[src/rtl/pipe_ctrl_pkg.sv]
// pipe_ctrl_pkg: shared state encodings, PC-source constants and hazard helper
package pipe_ctrl_pkg;
  typedef enum logic [1:0] {
    RUN      = 2'd0,
    LU_STALL = 2'd1,
    MEM_WAIT = 2'd2,
    TRAP     = 2'd3
  } state_t;
  localparam logic [1:0] PCSRC_SEQ = 2'b00;
  localparam logic [1:0] PCSRC_BR  = 2'b01;
  localparam logic [1:0] PCSRC_JMP = 2'b10;
  // r0 never carries a real dependency, and rt only matters when ID reads it
  function automatic logic load_use(input logic ex_memread, input logic [4:0] ex_rt,
                                    input logic [4:0] id_rs, input logic [4:0] id_rt,
                                    input logic id_uses_rt);
    return ex_memread && ex_rt != 5'd0 && (ex_rt == id_rs || (id_uses_rt && ex_rt == id_rt));
  endfunction
endpackage

[src/rtl/mem_wait_timer.sv]
// mem_wait_timer: counts MEM_WAIT cycles and latches a sticky watchdog error
module mem_wait_timer
  import pipe_ctrl_pkg::*;
#(
  parameter int TIMEOUT = 16
) (
  input  logic clk,
  input  logic rst,
  input  logic clr,
  input  logic en,
  output logic hit,
  output logic mem_timeout
);
  localparam int W = $clog2(TIMEOUT + 1);
  logic [W-1:0] wait_cnt_q, wait_cnt_d;
  logic mem_timeout_q, mem_timeout_d;
  assign hit = wait_cnt_q == W'(TIMEOUT - 1);
  assign mem_timeout = mem_timeout_q;
  // clear on entry to a wait, count each unready wait cycle, latch error on the last one
  always_comb begin
    wait_cnt_d = clr ? '0 : en ? wait_cnt_q + 1'b1 : wait_cnt_q;
    mem_timeout_d = mem_timeout_q | (en & hit);
  end
  // watchdog registers
  always_ff @(posedge clk or posedge rst) begin
    if (rst) begin
      wait_cnt_q <= '0;
      mem_timeout_q <= 1'b0;
    end else begin
      wait_cnt_q <= wait_cnt_d;
      mem_timeout_q <= mem_timeout_d;
    end
  end
endmodule

[src/rtl/pipe_hazard_ctrl.sv]
// pipe_hazard_ctrl: pipeline sequencer for stalls, bubbles, flushes and memory freeze
module pipe_hazard_ctrl
  import pipe_ctrl_pkg::*;
#(
  parameter int TIMEOUT = 16,
  parameter int CNT_W   = 16
) (
  input  logic             CLK,
  input  logic             RST,
  input  logic [4:0]       id_rs,
  input  logic [4:0]       id_rt,
  input  logic             id_uses_rt,
  input  logic             id_branch_taken,
  input  logic             id_jump,
  input  logic [4:0]       ex_rt,
  input  logic             ex_memread,
  input  logic             mem_req,
  input  logic             mem_ready,
  output logic             pc_write,
  output logic             ifid_write,
  output logic             ifid_flush,
  output logic             idex_bubble,
  output logic             pipe_hold,
  output logic [1:0]       pc_src_sel,
  output logic             mem_timeout,
  output logic [CNT_W-1:0] stall_cnt,
  output logic [CNT_W-1:0] flush_cnt
);
  state_t state_q, state_d;
  logic [CNT_W-1:0] stall_cnt_q, stall_cnt_d, flush_cnt_q, flush_cnt_d;
  logic tmr_clr, tmr_en, tmr_hit;
  mem_wait_timer #(.TIMEOUT(TIMEOUT)) u_timer (
    .clk(CLK), .rst(RST), .clr(tmr_clr), .en(tmr_en), .hit(tmr_hit), .mem_timeout(mem_timeout)
  );
  assign stall_cnt = stall_cnt_q;
  assign flush_cnt = flush_cnt_q;
  // prioritised hazard decisions; an unready wait keeps the freeze, a ready one falls through to RUN rules
  always_comb begin
    pc_write = 1'b1;
    ifid_write = 1'b1;
    ifid_flush = 1'b0;
    idex_bubble = 1'b0;
    pipe_hold = 1'b0;
    pc_src_sel = PCSRC_SEQ;
    state_d = RUN;
    tmr_clr = 1'b0;
    tmr_en = 1'b0;
    if (state_q == TRAP) begin
      {pc_write, ifid_write, pipe_hold, idex_bubble} = 4'b0011;
      state_d = TRAP;
    end else if (state_q == MEM_WAIT && !mem_ready) begin
      {pc_write, ifid_write, pipe_hold} = 3'b001;
      tmr_en = 1'b1;
      state_d = tmr_hit ? TRAP : MEM_WAIT;
    end else if (mem_req && !mem_ready) begin
      {pc_write, ifid_write, pipe_hold} = 3'b001;
      tmr_clr = 1'b1;
      state_d = MEM_WAIT;
    end else if (load_use(ex_memread, ex_rt, id_rs, id_rt, id_uses_rt)) begin
      {pc_write, ifid_write, idex_bubble} = 3'b001;
      state_d = LU_STALL;
    end else if (id_jump) begin
      pc_src_sel = PCSRC_JMP;
      ifid_flush = 1'b1;
    end else if (id_branch_taken) begin
      pc_src_sel = PCSRC_BR;
      ifid_flush = 1'b1;
    end
    if (RST) begin
      {pc_write, ifid_write, ifid_flush, idex_bubble, pipe_hold} = '0;
      pc_src_sel = PCSRC_SEQ;
    end
    stall_cnt_d = (!pc_write && state_q != TRAP && ~&stall_cnt_q) ? stall_cnt_q + 1'b1 : stall_cnt_q;
    flush_cnt_d = (ifid_flush && ~&flush_cnt_q) ? flush_cnt_q + 1'b1 : flush_cnt_q;
  end
  // state and saturating performance counters
  always_ff @(posedge CLK or posedge RST) begin
    if (RST) begin
      state_q <= RUN;
      stall_cnt_q <= '0;
      flush_cnt_q <= '0;
    end else begin
      state_q <= state_d;
      stall_cnt_q <= stall_cnt_d;
      flush_cnt_q <= flush_cnt_d;
    end
  end
endmodule

[config.mk]
export PLATFORM = sky130hd
export DESIGN_NAME = pipe_hazard_ctrl
export DESIGN_NICKNAME = d
export VERILOG_FILES = /design/src/rtl/pipe_ctrl_pkg.sv /design/src/rtl/mem_wait_timer.sv /design/src/rtl/pipe_hazard_ctrl.sv
export SDC_FILE = /design/constraint.sdc
export NUM_CORES = 1
export LEC_CHECK = 0
export BUFFER_PORTS_ARGS = -buffer_cell sky130_fd_sc_hd__buf_2
export CAP_MARGIN = 10
export CORE_ASPECT_RATIO = 1.5
export CORE_MARGIN = 3
export CORE_UTILIZATION = 56
export CTS_BUF_LIST = sky130_fd_sc_hd__clkbuf_16
export DETAILED_ROUTE_END_ITERATION = 6
export PLACE_DENSITY = 0.9
export SLEW_MARGIN = 20
export SYNTH_ARGS = -nofsm -noshare
export SYNTH_HDL_FRONTEND = slang
export SYNTH_SLANG_ARGS = --single-unit
[constraint.sdc]
create_clock -name CLK -period 3.17 [get_ports CLK]
set_clock_uncertainty 0.15 [all_clocks]
set_input_delay 0.1585 -clock CLK [delete_from_list [all_inputs] [get_ports CLK]]
set_output_delay 0.1585 -clock CLK [all_outputs]
set_load 0.05 [all_outputs]
==> results.yml, run 1 <==
synth:
  synth_cells: 220
  synth_seq_area_share_pct: 44.0
  ys_async_sr_fraction_pct: 100
  synth.area.top_cells: "sky130_fd_sc_hd__dfrtp_1 44%, sky130_fd_sc_hd__xnor2_1 7.7%, sky130_fd_sc_hd__xor2_1 6.9%"
  synth.most_common_cell: "sky130_fd_sc_hd__dfrtp_1"
  yosys.cell_types.count: 45
  post_synth.cell_area_avg_um2: 10.4
  synth.ff_latch_count: 40
  synth.largest_area_cell: "sky130_fd_sc_hd__dfrtp_1"
  synthFlopType: "sky130_fd_sc_hd__dfrtp_1"
  netlist_area_mm2: 0.00228
  synthDominantCellAreaShare_pct: 44.0
  synth.top_cells.by_count: "40 x sky130_fd_sc_hd__dfrtp_1, 20 x sky130_fd_sc_hd__xnor2_1, 18 x sky130_fd_sc_hd__nand2_1, 18 x sky130_fd_sc_hd__xor2_1, 14 x sky130_fd_sc_hd__nand3_1"
  synth.net_count: 247
  synth.yosys.warnings: 0
  synth-edff-count: 0
sta:
  finalCriticalPeriod_ns: 2.58
  final-max-slew-violation-count: 0
  fin_setup_tns_ns: 0
  tightest_slew_ns: 0.548
  timing.fmax_mhz: 388
  report.final.setup_viol: 0
  max-slew-margin-rel_pct: 63.4
  final.period_utilization_pct: 81.4
  timing.final.hold_violations: 0
  rsz0062_at_grt: "false"
power_and_ir_drop:
  static_leakage_nw: 1.41
  power.density_mw_per_mm2: 717
  power.ir.vdd_worst_v: 0.000664
min_path:
  hold_path.class: "input port to flip-flop"
  worst_hold_startpoint: "mem_req"
floorplan:
  design.portCount: 63
  fp.coreArea_mm2: 0.00378
  core.rowCount: 27
  die_h_um: 84.1
  dieWidth_um: 58.1
  floorplan.die_area_mm2: 0.00488
  initial_utilization_pct: 60.2
placed_design:
  post_detailed_placement_half_perimeter_wirelength_mm: 4.12
  portBuffers: 62
  globalplace.congestion: 0.844
  dpl_cell_area_mm2: 0.00262
global_route:
  grt_first_pass_wirelength_mm: 9.91
  global_route.overflow_total: 0
  grt_start_max_net_pins: 23
  antenna_found_initial: 0
  first_global_vias: 2019
  grt_usage_pct: 26.1
critical_path:
  cp.arrival_ns: 2.60
  cp_max_fo: 20
  critPathCaptureType: "flip-flop"
  worstPathBufferInverterCount: 4
  worst_setup_path_startpoint: "RST"
  critPathRequiredTime_ns: 3.19
  worst_path_max_delay_cell: "sky130_fd_sc_hd__dlygate4sd3_1"
  cp_top_family: "buffers and inverters"
  start_kind: "input port"
  cp_cell_sequence: "dlygate4sd3_1, buf_2, inv_1, buf_4, and3_1, nand3_1, nand2_1, mux2_4"
  regToRegStartpoint: "state_q[1]$_DFF_PP0_"
  critPathMaxStageDelay_ns: 0.53
  worst-setup-path-type: "input port to flip-flop"
job:
  max_cap_violations: 0
routing:
  detail_route.drc_violations: 0
  number_of_iterations_in_the_first_detailed_routing_pass: 4
  wire_length_after_detailed_routing_mm: 5.87
  average_vias_per_placed_instance: 6.07
  routedWlPerCell_um: 17.8
  remaining_number_of_nets_flagged_by_the_antenna_check_after_routing: 0
  num_vias: 1998
  drt-initial-drc-count: 113
finish:
  area.growth.synth_to_final_pct: 22.9
  seq_area_mm2: 0.00100
  diodes: 0
  fin_area_mm2: 0.00280
  nNetsFinal: 312
  footprint_of_the_multi_input_gates_mm2: 0.00122
  post_route_cells_drive_above_1_share_pct: 30.8
  final.fill_count: 278
outcome:
  run_status: "completed"
cts:
  clock_sinks: 40
  root_buffer: "sky130_fd_sc_hd__clkbuf_16"
  clk_path_buf_depth: 2
  ctsResizeCount: 0
  tritoncts: "built"
  worstSkewPairLatency_ns: 0.28
  number_of_levels_the_h_tree_was_split_into: 2
  worst_setup_hold_path_clk_slew_ns: 0.06
  total_of_hold_buffers_inserted_after_clock_tree_synthesis: 1
  cts-buffers-inserted: 5
  post-cts-setup-buffer-count: 0
## where the power goes
group | internal [mW] | switching [mW]
registers | 0.609 | 0.138
clock network | 0.370 | 0.207
logic | 0.208 | 0.475
total | 1.19 | 0.821
## area by class of cell
cell class | instances | share of cell area (%)
Multi-Input combinational cell | 168 | 43.6
Clock inverter | 3 | 1.52
Clock buffer | 5 | 4.47
Inverter | 5 | 0.671
Sequential cell | 40 | 35.8
Tap cell | 43 | 1.92
Timing Repair Buffer | 65 | 12.0
## worst register-to-register path, stage by stage, from the launching register on
cell and delay (ns):
sky130_fd_sc_hd__dfrtp_1 0.52, sky130_fd_sc_hd__nand2_1 0.33, sky130_fd_sc_hd__and3_1 0.34, sky130_fd_sc_hd__nand3_1 0.45, sky130_fd_sc_hd__nand2_1 0.28, sky130_fd_sc_hd__mux2_4 0.31
## through the flow
| step | instances | util [%] | setup WS, ns | hold WS [ns] | power (mW) |
|---|---|---|---|---|---|
| after global placement | 320 | 69.2 | 0.836 | 0.0819 | 1.41 |
| after detailed placement | 320 | 69.2 | 0.777 | 0.107 | 1.43 |
| after floorplan | 220 | - | 0.184 | 0.194 | 1.25 |
| after global routing | 329 | 73.9 | 0.349 | 0.112 | 2.09 |
| after CTS | 329 | 73.9 | 0.622 | 0.0735 | 2.01 |
| final | 329 | 73.9 | 0.591 | 0.0726 | 2.01 |
## metal layers
layer  share of wire (%)  vias up  global-route usage [%]
li1                    -      919                       -
met1                  37      967                    29.5
met2                  54       93                    46.7
met3                 6.1       19                    5.57
met4                 3.1        0                    9.70
met5                   0        -                       0
## worst paths after layout
check                                               endpoint  slack [ns]  depth (start not counted)
setup / recovery                    stall_cnt[1]$_DFFE_PP0P_        0.59                          8
hold / removal                          state_q[1]$_DFF_PP0_        0.07                          3
setup reg to reg                    stall_cnt[1]$_DFFE_PP0P_        0.68                          5
hold reg to reg                     stall_cnt[7]$_DFFE_PP0P_        0.34                          1
max in group asynchronous  u_timer.wait_cnt_q[3]$_DFFE_PP0P_        2.25                          4
min in group asynchronous           flush_cnt[3]$_DFFE_PP0P_        0.38                          4
## sequential cells by signal (all words and copies together) (netlist names)
name                 count
u_timer.wait_cnt_q       5
state_q                  2
stall_cnt               16
u_timer.mem_timeout      1
flush_cnt               16
## placed cells by master, fill, tap and decap left out, types with 2 or more instances in the layout
master,count
sky130_fd_sc_hd__nand3b_1,2
sky130_fd_sc_hd__nand2b_1,2
sky130_fd_sc_hd__nor4_1,5
sky130_fd_sc_hd__dfrtp_1,40
sky130_fd_sc_hd__xor2_1,18
sky130_fd_sc_hd__nand4_1,12
sky130_fd_sc_hd__o21ai_0,2
sky130_fd_sc_hd__or4_4,2
sky130_fd_sc_hd__ha_1,4
sky130_fd_sc_hd__xnor2_1,20
sky130_fd_sc_hd__nand4b_1,2
sky130_fd_sc_hd__nand2_1,18
sky130_fd_sc_hd__nand3_1,14
sky130_fd_sc_hd__nor3_1,12
sky130_fd_sc_hd__buf_2,62
sky130_fd_sc_hd__mux2_2,2
sky130_fd_sc_hd__nor2b_1,2
sky130_fd_sc_hd__inv_1,5
sky130_fd_sc_hd__and4_1,3
sky130_fd_sc_hd__nor2_1,7
sky130_fd_sc_hd__clkbuf_16,5
sky130_fd_sc_hd__buf_4,2
sky130_fd_sc_hd__and3_1,11
sky130_fd_sc_hd__and2_1,2
sky130_fd_sc_hd__a22o_1,5
sky130_fd_sc_hd__a21oi_1,5
## cells by family (layout without fill, tap and decap cells)
logic type,Yosys count,count (layout),synth area share [%]
multiplexers,3,3,1.65
buffers and inverters,12,78,2.69
AO/OA/AOI/OAI,19,19,7.64
AND/OR/NAND/NOR,103,103,26.5
adder cells (fa/ha/maj),4,4,2.20
XOR/XNOR,39,39,15.3
flip-flops,40,40,44.0
(Power assumes the default switching activity.)
==> run 2, diff against run 1 <==
- CORE_UTILIZATION: 56 -> 47
- PLACE_DENSITY: 0.9 -> 0.81
- clock period: 3.17 -> 2.19 ns (I/O delays scaled with it)
==> run 2 against run 1 <==
Cell count grew 9.7%. Count of clock-buffer cells in the layout unchanged. Global-route usage fell by 6.5 points. Setup slack worse by 0.52 ns. Critical path type is now input port to output port.
==> results.yml, run 2 (synthesis gave the netlist of run 1 again) <==
outcome:
  run_status: "completed"
sta:
  final-max-slew-violation-count: 0
  report.final.setup_viol: 0
  fin_setup_tns_ns: 0
  finalCriticalPeriod_ns: 2.12
  worst_hold_slack_ns: 0.100
  timing.fmax_mhz: 471
  final.period_utilization_pct: 96.9
  max-slew-margin-rel_pct: 66.6
  tightest_slew_ns: 0.501
  timing.final.hold_violations: 0
  fin_ws_ns: 0.0674
critical_path:
  worst_path_max_delay_cell: "sky130_fd_sc_hd__a21oi_4"
  start_kind: "input port"
  cp.arrival_ns: 1.86
  cp_top_family: "simple AND/OR/NAND/NOR gates"
  cp_cell_sequence: "buf_2, xor2_1, nor4_1, nand3_1, a21oi_4, buf_4, nor2_4, and2_1, clkbuf_4"
  worstPathBufferInverterCount: 3
  critPathMaxStageDelay_ns: 0.35
  worst-setup-path-type: "input port to output port"
  cp_max_fo: 12
  critPathRequiredTime_ns: 1.93
  critPathCaptureType: "output port"
placed_design:
  portBuffers: 62
  globalplace.congestion: 0.894
  dpl_cell_area_mm2: 0.00277
  preCtsSetupSlack_ns: 0.0896
  post-place-cells: 352
  post_detailed_placement_half_perimeter_wirelength_mm: 4.05
cts:
  worst_setup_hold_path_clk_slew_ns: 0.06
  clock_sinks: 40
  number_of_levels_the_h_tree_was_split_into: 2
  post-cts-setup-buffer-count: 0
  root_buffer: "sky130_fd_sc_hd__clkbuf_16"
  cts-buffers-inserted: 5
  worstSkewPairLatency_ns: 0.28
  clk_path_buf_depth: 2
  tritoncts: "built"
job:
  max_cap_violations: 0
power_and_ir_drop:
  power.density_mw_per_mm2: 966
  power_report.internal_total_mw: 1.65
  share_comb_of_total_power_pct: 37.8
  power.ir.vdd_worst_v: 0.000729
  net-switching-power_mw: 1.19
  p_clk_share_pct: 24.3
  seqPwrFrac_pct: 37.9
  switching_share_pct: 41.9
  static_leakage_nw: 1.44
  design_power_total_mw: 2.83
routing:
  routedWlPerCell_um: 14.6
  remaining_number_of_nets_flagged_by_the_antenna_check_after_routing: 0
  detail_route.drc_violations: 0
  num_vias: 1950
  average_vias_per_placed_instance: 5.40
  wire_length_after_detailed_routing_mm: 5.28
  drt-initial-drc-count: 55
  number_of_iterations_in_the_first_detailed_routing_pass: 4
finish:
  commonest_non_fill_non_tap_cells_in_the_layout: "60 x sky130_fd_sc_hd__buf_2, 37 x sky130_fd_sc_hd__dfrtp_1, 20 x sky130_fd_sc_hd__xnor2_1"
  post_route_cells_drive_above_1_share_pct: 36.7
  fin_area_mm2: 0.00294
  area.growth.synth_to_final_pct: 28.9
  final_instance_count_excl_fillers: 361
  diodes: 0
  finalCoreUtilization_pct: 63.6
  nNetsFinal: 323
  most_common_library_cell_in_the_layout_ignoring_fill_and_taps: "sky130_fd_sc_hd__buf_2"
global_route:
  first_global_vias: 2015
  grt_usage_pct: 19.6
  grt_first_pass_wirelength_mm: 9.00
  global_route.overflow_total: 0
  antenna_found_initial: 0
  grt_start_max_net_pins: 41
floorplan:
  initial_utilization_pct: 49.3
  fp.coreArea_mm2: 0.00462
  design.portCount: 63
  floorplan.die_area_mm2: 0.00573
  die_h_um: 91.3
  dieWidth_um: 62.8
  core.rowCount: 30
min_path:
  hold_path.class: "input port to flip-flop"
==> run 2: cell types whose count changed in the layout (fill, tap and decap cells not counted), moves of 2 or more <==
cell / previous run / this run
sky130_fd_sc_hd__buf_4: 2 / 12
sky130_fd_sc_hd__clkinv_2: 0 / 2
sky130_fd_sc_hd__clkbuf_4: 0 / 2
sky130_fd_sc_hd__buf_2: 62 / 60
sky130_fd_sc_hd__dfrtp_1: 40 / 37
sky130_fd_sc_hd__and3_1: 11 / 9
sky130_fd_sc_hd__dfrtp_2: 0 / 3
==> run 2: worst paths after layout <==
check	cells after the start	end	from	slack (ns)
setup / recovery	9	pc_src_sel[1]	ex_rt[4]	0.07
hold / removal	3	u_timer.wait_cnt_q[4]$_DFFE_PP0P_	mem_ready	0.10
setup reg to reg	7	stall_cnt[9]$_DFFE_PP0P_	stall_cnt[0]$_DFFE_PP0P_	0.11
hold reg to reg	1	u_timer.mem_timeout$_DFF_PP0_	u_timer.mem_timeout$_DFF_PP0_	0.32
max in group asynchronous	4	flush_cnt[0]$_DFFE_PP0P_	RST	1.11
min in group asynchronous	4	stall_cnt[3]$_DFFE_PP0P_	RST	0.42
==> run 2: tightest hold or removal path: cells and delay by family <==
kind,cells,cell delay (ns)
AO/OA/AOI/OAI,2,0.25
buffers and inverters,1,0.13
==> run 2: what timing repair did <==
action / in CTS / in global routing
resized for setup: 0 / 5
hold buffers: 1 / 0
endpoints found under the hold margin: 40 / 0
endpoints found under the setup margin: 0 / 6
==> run 2: power by group through the flow <==
stage                     Clock, mW  Combinational [mW]  Sequential, mW
after floorplan                   0               0.381            1.46
after global placement            0                1.05            1.07
after detailed placement          0                1.07            1.08
after CTS                     0.712                1.08            1.07
after global routing          0.739                1.15            1.10
final                         0.689                1.07            1.07
==> run 2: cell type report <==
| class | instances | area, um2 |
|---|---|---|
| fillers | 387 | 1680 |
| multi-input cells | 168 | 1260 |
| flip-flops and latches | 40 | 1000 |
| repair buffers | 76 | 427 |
| clock buffers | 5 | 125 |
| well taps | 64 | 80.1 |
| inverters | 5 | 22.5 |
| clock inverters | 3 | 13.8 |
==> run 2: metal layers <==
metal  wire (um)  global-route usage [%]  up-vias
met5           0                       0        -
met2        2770                    35.4       54
li1            -                       -      936
met1        2150                    21.3      949
met3         225                    4.46       11
met4         129                    9.21        0
==> run 3, diff against run 2 <==
--- a/config.mk
+++ b/config.mk
@@ -7,5 +7,5 @@
 export LEC_CHECK = 0
 export BUFFER_PORTS_ARGS = -buffer_cell sky130_fd_sc_hd__buf_2
-export CAP_MARGIN = 10
+export CAP_MARGIN = 20
 export CORE_ASPECT_RATIO = 1.5
 export CORE_MARGIN = 3
--- a/constraint.sdc
+++ b/constraint.sdc
@@ -3,3 +3,3 @@
 set_input_delay 0.1095 -clock CLK [delete_from_list [all_inputs] [get_ports CLK]]
 set_output_delay 0.1095 -clock CLK [all_outputs]
-set_load 0.05 [all_outputs]
+set_load 0.02 [all_outputs]
==> run 3 against run 2 <==
Worst hold slack worse by 0.0024 ns. Sequential power down 4%. Critical path depth is 3 lower. Combinational power decreased by 18%. Utilization grew 0.35 points. Sequential share of layout area is 0.27 points lower. Largest cell class unchanged. Largest power group unchanged. Highest routed layer unchanged.
==> results.yml, run 3 (synthesis gave the netlist of run 1 again) <==
outcome:
  run_status: "completed"
cts:
  root_buffer: "sky130_fd_sc_hd__clkbuf_16"
  tritoncts: "built"
  worstSkewPairLatency_ns: 0.27
  cts-buffers-inserted: 5
  worst_setup_hold_path_clk_slew_ns: 0.05
  number_of_levels_the_h_tree_was_split_into: 2
  clock_sinks: 40
  clk_path_buf_depth: 2
global_route:
  grt-busiest-layer: "met2"
  global_route.overflow_total: 0
  gr-usage-met1_pct: 21.8
  grt_start_max_net_pins: 24
  grt_util_met3_pct: 4.21
  first_global_vias: 2032
  use_met2_pct: 34.9
  grt_first_pass_wirelength_mm: 8.87
  grt_usage_pct: 19.3
  antenna_found_initial: 0
finish:
  nNetsFinal: 331
  footprint_of_the_multi_input_gates_mm2: 0.00123
  post_route_cells_drive_above_1_share_pct: 36.5
  final_instance_count_excl_fillers: 368
  diodes: 0
  area.growth.synth_to_final_pct: 29.6
  commonest_non_fill_non_tap_cells_in_the_layout: "62 x sky130_fd_sc_hd__buf_2, 39 x sky130_fd_sc_hd__dfrtp_1, 21 x sky130_fd_sc_hd__buf_4"
  final.fill_count: 395
  most_common_library_cell_in_the_layout_ignoring_fill_and_taps: "sky130_fd_sc_hd__buf_2"
  seq_area_mm2: 0.00100
critical_path:
  cp_max_fo: 6
  cp.arrival_ns: 2.14
  r2r_setup_slack_ns: 0.09
  critPathCaptureType: "flip-flop"
  worst-setup-path-type: "flip-flop to flip-flop"
  start_kind: "flip-flop"
  critPathRequiredTime_ns: 2.23
power_and_ir_drop:
  p_clk_share_pct: 25.9
  power.density_mw_per_mm2: 872
  design_power_total_mw: 2.57
  switching_share_pct: 34.6
  seqPwrFrac_pct: 40.1
  net-switching-power_mw: 0.889
  power_report.internal_total_mw: 1.68
  static_leakage_nw: 1.48
  power.ir.vdd_worst_v: 0.000622
  share_comb_of_total_power_pct: 34.0
min_path:
  hold_path.class: "input port to flip-flop"
routing:
  average_vias_per_placed_instance: 5.41
  routedWlPerCell_um: 14.3
  wire_length_after_detailed_routing_mm: 5.26
  number_of_iterations_in_the_first_detailed_routing_pass: 4
  drt-initial-drc-count: 120
  detail_route.drc_violations: 0
  remaining_number_of_nets_flagged_by_the_antenna_check_after_routing: 0
  num_vias: 1992
placed_design:
  post_detailed_placement_half_perimeter_wirelength_mm: 4.04
  post-place-cells: 360
  portBuffers: 62
  globalplace.congestion: 0.855
sta:
  final.period_utilization_pct: 95.8
  timing.fmax_mhz: 477
  report.final.setup_viol: 0
  final-max-slew-violation-count: 0
  tightest_slew_ns: 0.377
  max-slew-margin-rel_pct: 74.8
  finalCriticalPeriod_ns: 2.10
  timing.final.hold_violations: 0
job:
  max_cap_violations: 0
floorplan:
  die_h_um: 91.3
  floorplan.die_area_mm2: 0.00573
  fp.coreArea_mm2: 0.00462
  design.portCount: 63
  initial_utilization_pct: 49.3
  dieWidth_um: 62.8
  core.rowCount: 30
-- run 3: worst paths after layout --
check                                               from                                end  cells past startpoint
min in group asynchronous                            RST               state_q[1]$_DFF_PP0_                      4
max                            flush_cnt[13]$_DFFE_PP0P_          flush_cnt[12]$_DFFE_PP0P_                      6
max reg2reg                    flush_cnt[13]$_DFFE_PP0P_          flush_cnt[12]$_DFFE_PP0P_                      6
min reg2reg                u_timer.mem_timeout$_DFF_PP0_      u_timer.mem_timeout$_DFF_PP0_                      1
min                                            mem_ready  u_timer.wait_cnt_q[4]$_DFFE_PP0P_                      3
max in group asynchronous                            RST           stall_cnt[0]$_DFFE_PP0P_                      4
-- run 3: final cells by class --
| class | instances | area share [%] |
|---|---|---|
| Multi-Input combinational cell | 168 | 41.8 |
| Clock buffer | 5 | 4.24 |
| Tap cell | 64 | 2.71 |
| Inverter | 5 | 0.763 |
| Timing Repair Buffer | 84 | 16.2 |
| Sequential cell | 40 | 34.0 |
| Clock inverter | 2 | 0.297 |
-- run 3: power by group through the flow --
| stage | combinational (mW) | sequential [mW] | clock, mW |
|---|---|---|---|
| floorplan | 0.350 | 1.19 | 0 |
| global placement | 0.849 | 1.03 | 0 |
| detailed placement | 0.881 | 1.04 | 0 |
| CTS | 0.885 | 1.03 | 0.681 |
| global route | 0.957 | 1.05 | 0.718 |
| finish | 0.875 | 1.03 | 0.665 |
-- run 3: metrics by stage --
step	worst slack (ns)	cell area [um2]	hold slack [ns]	TNS, ns	util [%]
after global routing	-0.00944	2950	0.122	-0.0166	63.9
after global placement	0.0363	2790	0.0512	0	60.4
after detailed placement	-0.0189	2790	0.0651	-0.0219	60.4
final	0.0930	2950	0.0976	0	63.9
after CTS	0.0248	2930	0.0965	0	63.6
after floorplan	-0.0717	2280	-0.0549	-0.0827	-
-- run 3: what timing repair did --
item / CTS / global route
setup endpoints to repair: 2 / 12
gates resized for setup: 0 / 4
pin swaps: 1 / 1
hold buffers: 1 / 0
endpoints found under the hold margin: 40 / 0
setup buffers: 0 / 0
-- run 3: critical path, cell delays in order, from the launching register on --
cell and delay (ns):
sky130_fd_sc_hd__dfrtp_1 0.42, sky130_fd_sc_hd__and3_1 0.21, sky130_fd_sc_hd__and3_1 0.19, sky130_fd_sc_hd__and3_1 0.24, sky130_fd_sc_hd__nand3b_1 0.29, sky130_fd_sc_hd__nor4b_2 0.34
sky130_fd_sc_hd__xor2_1 0.18
-- run 3: metal layers --
| metal | vias to the layer above | share of wire [%] |
|---|---|---|
| li1 | 960 | - |
| met1 | 964 | 40 |
| met2 | 60 | 55 |
| met3 | 8 | 4.6 |
| met4 | 0 | 1.1 |
| met5 | - | 0 |
